<file path="src/rtl/point_cursor_controller_if.sv">
// Button/control and display-side signal bundle for point_cursor_controller.
//   slave  : seen by the controller (button levels and mode controls in,
//            point enables, cursor and blink mask out)
//   master : seen by whatever drives the buttons and consumes the outputs
// Signals:
//   leftHeld, rightHeld, toggleHeld : debounced, clock-synchronous button levels
//   exclusiveMode                   : 1 = at most one point lit
//   clearAll                        : synchronous clear of all points
//   blinkEnable                     : enables cursor blink blanking
//   pointEnable [DIGITS]            : per-digit decimal-point enables
//   cursor [CW]                     : selected digit index
//   cursorOneHot [DIGITS]           : 1 << cursor
//   blankMask [DIGITS]              : digits to blank during the blink-off phase
interface point_cursor_controller_if #(
    parameter int unsigned DIGITS = 8
);
    localparam int unsigned CW = $clog2(DIGITS);

    logic              leftHeld;
    logic              rightHeld;
    logic              toggleHeld;
    logic              exclusiveMode;
    logic              clearAll;
    logic              blinkEnable;
    logic [DIGITS-1:0] pointEnable;
    logic [CW-1:0]     cursor;
    logic [DIGITS-1:0] cursorOneHot;
    logic [DIGITS-1:0] blankMask;

    modport slave (
        input  leftHeld,
        input  rightHeld,
        input  toggleHeld,
        input  exclusiveMode,
        input  clearAll,
        input  blinkEnable,
        output pointEnable,
        output cursor,
        output cursorOneHot,
        output blankMask
    );

    modport master (
        output leftHeld,
        output rightHeld,
        output toggleHeld,
        output exclusiveMode,
        output clearAll,
        output blinkEnable,
        input  pointEnable,
        input  cursor,
        input  cursorOneHot,
        input  blankMask
    );
endinterface

</file>
<file path="src/rtl/point_cursor_controller.sv">
// Decimal-point cursor controller for a multi-digit display.
// Left/right buttons move a cursor across DIGITS positions (with wrap and
// press-and-hold auto-repeat); the toggle button lights or clears the decimal
// point under the cursor, either independently per digit or exclusively.
// The cursor digit can blink via blankMask.
// Ports:
//   clock  : single clock, all state on rising edge
//   resetN : asynchronous active-low reset
//   bus    : point_cursor_controller_if.slave (buttons/modes in, display out)
module point_cursor_controller #(
    parameter int unsigned DIGITS        = 8,
    parameter int unsigned REPEAT_DELAY  = 25000000,
    parameter int unsigned REPEAT_PERIOD = 5000000,
    parameter int unsigned BLINK_PERIOD  = 12500000
) (
    input  logic                        clock,
    input  logic                        resetN,
    point_cursor_controller_if.slave    bus
);
    localparam int unsigned CW      = $clog2(DIGITS);
    localparam int unsigned RPT_MAX = (REPEAT_DELAY > REPEAT_PERIOD) ? REPEAT_DELAY
                                                                     : REPEAT_PERIOD;
    localparam int unsigned RW      = $clog2(RPT_MAX + 1);
    localparam int unsigned BW      = $clog2(BLINK_PERIOD + 1);

    typedef enum logic [1:0] {StIdle, StDelay, StRepeat} state_t;

    state_t            stateQ, stateD;
    logic [RW-1:0]     rptCntQ, rptCntD;
    logic              dirLeftQ, dirLeftD;
    logic [CW-1:0]     cursorQ, cursorD;
    logic [DIGITS-1:0] pointQ, pointD;
    logic [BW-1:0]     blinkCntQ, blinkCntD;
    logic              blinkPhaseQ, blinkPhaseD;
    logic              leftPrevQ, rightPrevQ, togglePrevQ, exclPrevQ;

    logic              move, moveLeft;
    logic [DIGITS-1:0] oneHot;

    wire leftRise   = bus.leftHeld & ~leftPrevQ;
    wire rightRise  = bus.rightHeld & ~rightPrevQ;
    wire toggleRise = bus.toggleHeld & ~togglePrevQ;
    wire exclRise   = bus.exclusiveMode & ~exclPrevQ;
    wire solo       = bus.leftHeld ^ bus.rightHeld;
    // The latched button must still be the only one held to keep repeating.
    wire latchedSolo = solo & (dirLeftQ ? bus.leftHeld : bus.rightHeld);

    assign oneHot = DIGITS'(1) << cursorQ;

    // Repeat FSM: one shared counter for the initial delay and the period.
    always_comb begin
        stateD   = stateQ;
        rptCntD  = rptCntQ;
        dirLeftD = dirLeftQ;
        move     = 1'b0;
        moveLeft = dirLeftQ;
        unique case (stateQ)
            StIdle: begin
                if (leftRise && !bus.rightHeld) begin
                    move     = 1'b1;
                    moveLeft = 1'b1;
                    dirLeftD = 1'b1;
                    rptCntD  = '0;
                    stateD   = StDelay;
                end else if (rightRise && !bus.leftHeld) begin
                    move     = 1'b1;
                    moveLeft = 1'b0;
                    dirLeftD = 1'b0;
                    rptCntD  = '0;
                    stateD   = StDelay;
                end
            end
            StDelay: begin
                if (!latchedSolo) begin
                    rptCntD = '0;
                    stateD  = StIdle;
                end else if (rptCntQ == RW'(REPEAT_DELAY - 1)) begin
                    move    = 1'b1;
                    rptCntD = '0;
                    stateD  = StRepeat;
                end else begin
                    rptCntD = rptCntQ + 1'b1;
                end
            end
            StRepeat: begin
                if (!latchedSolo) begin
                    rptCntD = '0;
                    stateD  = StIdle;
                end else if (rptCntQ == RW'(REPEAT_PERIOD - 1)) begin
                    move    = 1'b1;
                    rptCntD = '0;
                end else begin
                    rptCntD = rptCntQ + 1'b1;
                end
            end
            default: begin
                rptCntD = '0;
                stateD  = StIdle;
            end
        endcase
    end

    // Cursor, point enables and blink timer.
    always_comb begin
        cursorD     = cursorQ;
        pointD      = pointQ;
        blinkCntD   = blinkCntQ;
        blinkPhaseD = blinkPhaseQ;

        if (move) begin
            if (moveLeft) begin
                cursorD = (cursorQ == CW'(DIGITS - 1)) ? '0 : cursorQ + 1'b1;
            end else begin
                cursorD = (cursorQ == '0) ? CW'(DIGITS - 1) : cursorQ - 1'b1;
            end
        end

        // Toggle always acts on the pre-move cursor (oneHot is from cursorQ).
        if (bus.clearAll || exclRise) begin
            pointD = '0;
        end else if (toggleRise) begin
            if (bus.exclusiveMode) begin
                pointD = (|(pointQ & oneHot)) ? '0 : oneHot;
            end else begin
                pointD = pointQ ^ oneHot;
            end
        end

        // A move restarts the blink so the new cursor is shown first.
        if (move) begin
            blinkCntD   = '0;
            blinkPhaseD = 1'b1;
        end else if (blinkCntQ == BW'(BLINK_PERIOD - 1)) begin
            blinkCntD   = '0;
            blinkPhaseD = ~blinkPhaseQ;
        end else begin
            blinkCntD = blinkCntQ + 1'b1;
        end
    end

    always_ff @(posedge clock or negedge resetN) begin
        if (!resetN) begin
            stateQ      <= StIdle;
            rptCntQ     <= '0;
            dirLeftQ    <= 1'b0;
            cursorQ     <= '0;
            pointQ      <= '0;
            blinkCntQ   <= '0;
            blinkPhaseQ <= 1'b1;
            // Previous samples reset high so buttons held through reset need a re-press.
            leftPrevQ   <= 1'b1;
            rightPrevQ  <= 1'b1;
            togglePrevQ <= 1'b1;
            exclPrevQ   <= 1'b1;
        end else begin
            stateQ      <= stateD;
            rptCntQ     <= rptCntD;
            dirLeftQ    <= dirLeftD;
            cursorQ     <= cursorD;
            pointQ      <= pointD;
            blinkCntQ   <= blinkCntD;
            blinkPhaseQ <= blinkPhaseD;
            leftPrevQ   <= bus.leftHeld;
            rightPrevQ  <= bus.rightHeld;
            togglePrevQ <= bus.toggleHeld;
            exclPrevQ   <= bus.exclusiveMode;
        end
    end

    assign bus.pointEnable  = pointQ;
    assign bus.cursor       = cursorQ;
    assign bus.cursorOneHot = oneHot;
    assign bus.blankMask    = (bus.blinkEnable && !blinkPhaseQ) ? oneHot : '0;

endmodule

</file>
<file path="src/flat_wrapper.sv">
// flat-port wrapper written by rule: the top's interface ports become plain ports
module point_cursor_controller_flat 
#(
    parameter int unsigned DIGITS        = 8,
    parameter int unsigned REPEAT_DELAY  = 25000000,
    parameter int unsigned REPEAT_PERIOD = 5000000,
    parameter int unsigned BLINK_PERIOD  = 12500000
)
  (clock, resetN, bus_leftHeld, bus_rightHeld, bus_toggleHeld, bus_exclusiveMode, bus_clearAll, bus_blinkEnable, bus_pointEnable, bus_cursor, bus_cursorOneHot, bus_blankMask);
  point_cursor_controller_if #(.DIGITS(DIGITS)) bus_i ();
  input  logic clock;
  input  logic resetN;
  input wire logic [$bits(bus_i.leftHeld)-1:0] bus_leftHeld;
  input wire logic [$bits(bus_i.rightHeld)-1:0] bus_rightHeld;
  input wire logic [$bits(bus_i.toggleHeld)-1:0] bus_toggleHeld;
  input wire logic [$bits(bus_i.exclusiveMode)-1:0] bus_exclusiveMode;
  input wire logic [$bits(bus_i.clearAll)-1:0] bus_clearAll;
  input wire logic [$bits(bus_i.blinkEnable)-1:0] bus_blinkEnable;
  output wire logic [$bits(bus_i.pointEnable)-1:0] bus_pointEnable;
  output wire logic [$bits(bus_i.cursor)-1:0] bus_cursor;
  output wire logic [$bits(bus_i.cursorOneHot)-1:0] bus_cursorOneHot;
  output wire logic [$bits(bus_i.blankMask)-1:0] bus_blankMask;
  assign bus_i.leftHeld = bus_leftHeld;
  assign bus_i.rightHeld = bus_rightHeld;
  assign bus_i.toggleHeld = bus_toggleHeld;
  assign bus_i.exclusiveMode = bus_exclusiveMode;
  assign bus_i.clearAll = bus_clearAll;
  assign bus_i.blinkEnable = bus_blinkEnable;
  assign bus_pointEnable = bus_i.pointEnable;
  assign bus_cursor = bus_i.cursor;
  assign bus_cursorOneHot = bus_i.cursorOneHot;
  assign bus_blankMask = bus_i.blankMask;
  point_cursor_controller #(.DIGITS(DIGITS), .REPEAT_DELAY(REPEAT_DELAY), .REPEAT_PERIOD(REPEAT_PERIOD), .BLINK_PERIOD(BLINK_PERIOD)) u_core (.clock(clock), .resetN(resetN), .bus(bus_i));
endmodule
</file>
<file path="config.mk">
export PLATFORM = sky130hd
export DESIGN_NAME = point_cursor_controller_flat
export DESIGN_NICKNAME = d
export VERILOG_FILES = /design/src/rtl/point_cursor_controller_if.sv /design/src/rtl/point_cursor_controller.sv /design/src/flat_wrapper.sv
export SDC_FILE = /design/constraint.sdc
export NUM_CORES = 1
export LEC_CHECK = 0
export ABC_AREA = 1
export CORE_ASPECT_RATIO = 0.7
export CORE_MARGIN = 4
export CORE_UTILIZATION = 58
export CTS_CLUSTER_DIAMETER = 60
export CTS_CLUSTER_SIZE = 28
export DETAILED_ROUTE_END_ITERATION = 8
export PLACE_DENSITY_LB_ADDON = 0.1
export SYNTH_ARGS = -nofsm -noshare
export SYNTH_HDL_FRONTEND = slang
export SYNTH_SLANG_ARGS = --single-unit
</file>
<file path="constraint.sdc">
create_clock -name clock -period 4 [get_ports clock]
set_input_delay 0.4 -clock clock [delete_from_list [all_inputs] [get_ports clock]]
set_output_delay 0.4 -clock clock [all_outputs]
set_load 0.1 [all_outputs]
</file>
==> impl_metrics.csv <==
group,metric,value,unit
worst_setup_path,critPathMaxFanout,6,
placed_design,portBuffers,34,
clocking,numCtsBuffers,9,
global_route,antenna_found_initial,0,
worst_setup_path,required,3.60,ns
timing,min_period_over_period,0.764,
timing,tns,0,ns
logic_synthesis,yosysTopAreaCellShare,0.358,
logic_synthesis,synth_enable_flop_cells,0,
route,firstDrtPassIters,7,
placed_design,gp_congestion,0.940,
finish,layout-drive-gt1-share,0.0779,
finish,antenna_cells,0,
route,wl,10200,um
finish,area_growth,13.4,%
finish,fin_util,0.679,
worst_setup_path,worstSetupPathType,"flip-flop to primary output",
logic_synthesis,syn_inst,612,
logic_synthesis,synth_cell_type_count,33,
logic_synthesis,netlist_area,4400,um^2
floorplanning,core-area,7350,um^2
finish,nFillCells,642,
logic_synthesis,yosysMostFrequentCell,"nand2_1",
timing,finalClockSkew,0.0137,ns
clocking,clkLatencyLatePin,0.35,ns
worst_setup_path,reg2reg_depth,10,
timing,hold_viol,0,
timing,worst_slew_pin_slew,1.03,ns
floorplanning,die_area,9070,um^2
worst_setup_path,crit_path_end_kind,"primary output",
timing,fin_ws,0.943,ns
power,ir_worst_vdd,0.000330,V
floorplanning,start_util,0.599,
logic_synthesis,synth_ff_type,"dfrtp_1",
floorplanning,row_count,26,
status,status,"complete, no violations",
route,vias,4075,
logic_synthesis,synthArstFlopShare,1.00,
placed_design,post-dp-hpwl,7750,um
clocking,cts_max_path_buffers,2,
global_route,grt_max_degree,46,
logic_synthesis,yosys.area.top_type,"dfrtp_1",
global_route,gr-total-overflow,0,
logic_synthesis,yosysWarningCount,0,
timing,period_needed,3.06,ns
logic_synthesis,synthTopCellsByArea,"dfrtp_1 (36%), nand2_1 (11%), nor2_1 (9.3%)",
global_route,grt_pass1_vias,3923,
global_route,grtUsageTotal,0.245,
timing,relSlewSlack,0.311,
worst_setup_path,crit_path_start_kind,"flip-flop",
clocking,root_buffer,"clkbuf_8",
floorplanning,die_w,112,um
route,drc_errors,0,
clocking,cts.sinks,68,
timing,finalMaxSlewViolations,0,
timing,finalSetupViolations,0,
clocking,ctsHoldBuffers,0,
finish,final_nets,680,
logic_synthesis,syn_nets,641,
worst_setup_path,cp_data_arrival_time,2.66,ns
timing,fmax,327,MHz
route,drt_iter0_markers,308,
clocking,cts_setup_buffers,0,
job,maxCapViolCount,0,
route,vias_per_cell,5.41,
power,powerDensity,494,nW/um^2
clocking,ctsResizeCount,0,
route,postRouteAntennaNets,0,
clocking,cts.reportedPaths.clkPinSlew,0.08,ns
floorplanning,fp.dieH,80.9,um
power,leakage,2.28,nW
logic_synthesis,ys_seq_elements,68,
worst_hold_path,worstHoldPathType,"input port to async pin",
global_route,grt_pass1_wl,18100,um
floorplanning,io_pins,35,
logic_synthesis,synth_common_cells,"nand2_1 (129), nor2_1 (109), inv_1 (82)",
logic_synthesis,yosysSeqAreaShare,0.388,
placed_design,place_ws,1.26,ns
logic_synthesis,syn_area_per_cell,7.19,um^2
route,wl_per_cell,13.6,um
timing,rsz0062_at_grt,"no",
clocking,cts_tree,"built",
clocking,htree_levels,3,
-- through the flow --
stage / hold slack, ns / area [um^2] / std cells / total power [mW]
finish: 0.227 / 4990 / 753 / 2.47
global route: 0.309 / 4990 / 753 / 2.63
floorplan: 0.104 / 4410 / 612 / 1.72
CTS: 0.258 / 4990 / 753 / 2.48
global placement: 0.469 / 4820 / 738 / 1.94
detailed placement: 0.474 / 4820 / 738 / 1.97
-- report_power, final --
part | internal [mW] | switching [mW] | leakage, nW
sequential | 0.764 | 0.0827 | 0.913
combinational | 0.276 | 0.837 | 1.27
clock | 0.254 | 0.253 | 0.0893
total | 1.29 | 1.17 | 2.28
-- per-layer routing --
| layer | global-route usage | wire, um | vias to the layer above |
|---|---|---|---|
| met2 | 0.391 | 4530 | 152 |
| li1 | - | - | 2021 |
| met3 | 0.0655 | 645 | 25 |
| met1 | 0.330 | 4860 | 1877 |
| met5 | 0 | 0 | - |
| met4 | 0.0804 | 193 | 0 |
-- cells in the final DEF (no fill, tap or decap) --
master           instances
nand2_1                129
nor3b_1                  2
a21oi_2                  1
ha_1                    21
nand2_4                  4
clkinv_1                 1
inv_1                   82
clkinv_2                 2
nor3_2                   3
buf_2                    1
o21ai_0                 34
nor2_2                   7
dfstp_2                  5
buf_4                    1
nand3b_1                 3
nor3_1                  16
clkbuf_1                 2
a31o_2                   1
nor2_1                 107
xnor2_1                  5
nor4_1                   6
inv_2                    6
nand4_1                 13
nand3_1                 49
clkbuf_8                11
nor2_4                   3
nand2_2                  4
xor2_1                  16
dfrtp_1                 63
a31oi_1                  2
o21a_1                   1
a21oi_1                 18
clkdlybuf4s50_1         33
o21ai_2                  1
nand3_2                  1
o22ai_1                  1
-- final timing paths --
path	start	end	slack, ns
worst max-delay path	u_core.bus.cursor[0]$_DFFE_PN0P_	bus_cursorOneHot[0]	0.94
worst min-delay path	resetN	u_core.blinkCntQ[14]$_DFF_PN0_	0.23
max in group asynchronous	resetN	u_core.rptCntQ[8]$_DFFE_PN0P_	2.88
min in group clock	u_core.blinkCntQ[0]$_DFF_PN0_	u_core.blinkCntQ[0]$_DFF_PN0_	0.48
worst max register to register	u_core.bus.cursor[0]$_DFFE_PN0P_	u_core.bus.pointEnable[0]$_DFFE_PN0P_	1.85
worst min register to register	u_core.blinkCntQ[0]$_DFF_PN0_	u_core.blinkCntQ[0]$_DFF_PN0_	0.48
-- final cells by class --
type	count	area, um^2	share of cell area
Tap cell	98	123	0.0246
Clock inverter	2	10.0	0.00201
Sequential cell	68	1710	0.342
Timing Repair Buffer	35	343	0.0687
Inverter	89	334	0.0669
Clock buffer	13	159	0.0318
Multi-Input combinational cell	448	2310	0.464
-- worst max-delay path, cell delays in order, from the launching register on --
cell and delay, ns:
dfrtp_1 0.43, inv_1 0.14, ha_1 0.22, inv_1 0.07
nor2_1 0.26, clkdlybuf4s50_1 1.20
-- cells by family after synthesis --
group,count (synthesis),synth area share
AND/OR/NAND/NOR,347,0.352
buffers and inverters,96,0.0873
flip-flops,68,0.388
AO/OA/AOI/OAI,59,0.0711
XOR/XNOR,21,0.0418
adder cells (fa/ha/maj),21,0.0597
-- state kept, by name, summed over array words and instances, names as in the netlist --
register / count
u_core.rightPrevQ: 1
u_core.blinkPhaseQ: 1
u_core.bus.cursor: 3
u_core.blinkCntQ: 24
u_core.dirLeftQ: 1
u_core.exclPrevQ: 1
u_core.togglePrevQ: 1
u_core.stateQ: 2
u_core.bus.pointEnable: 8
u_core.rptCntQ: 25
u_core.leftPrevQ: 1
Note: power is estimated with default switching activity, not from simulation.
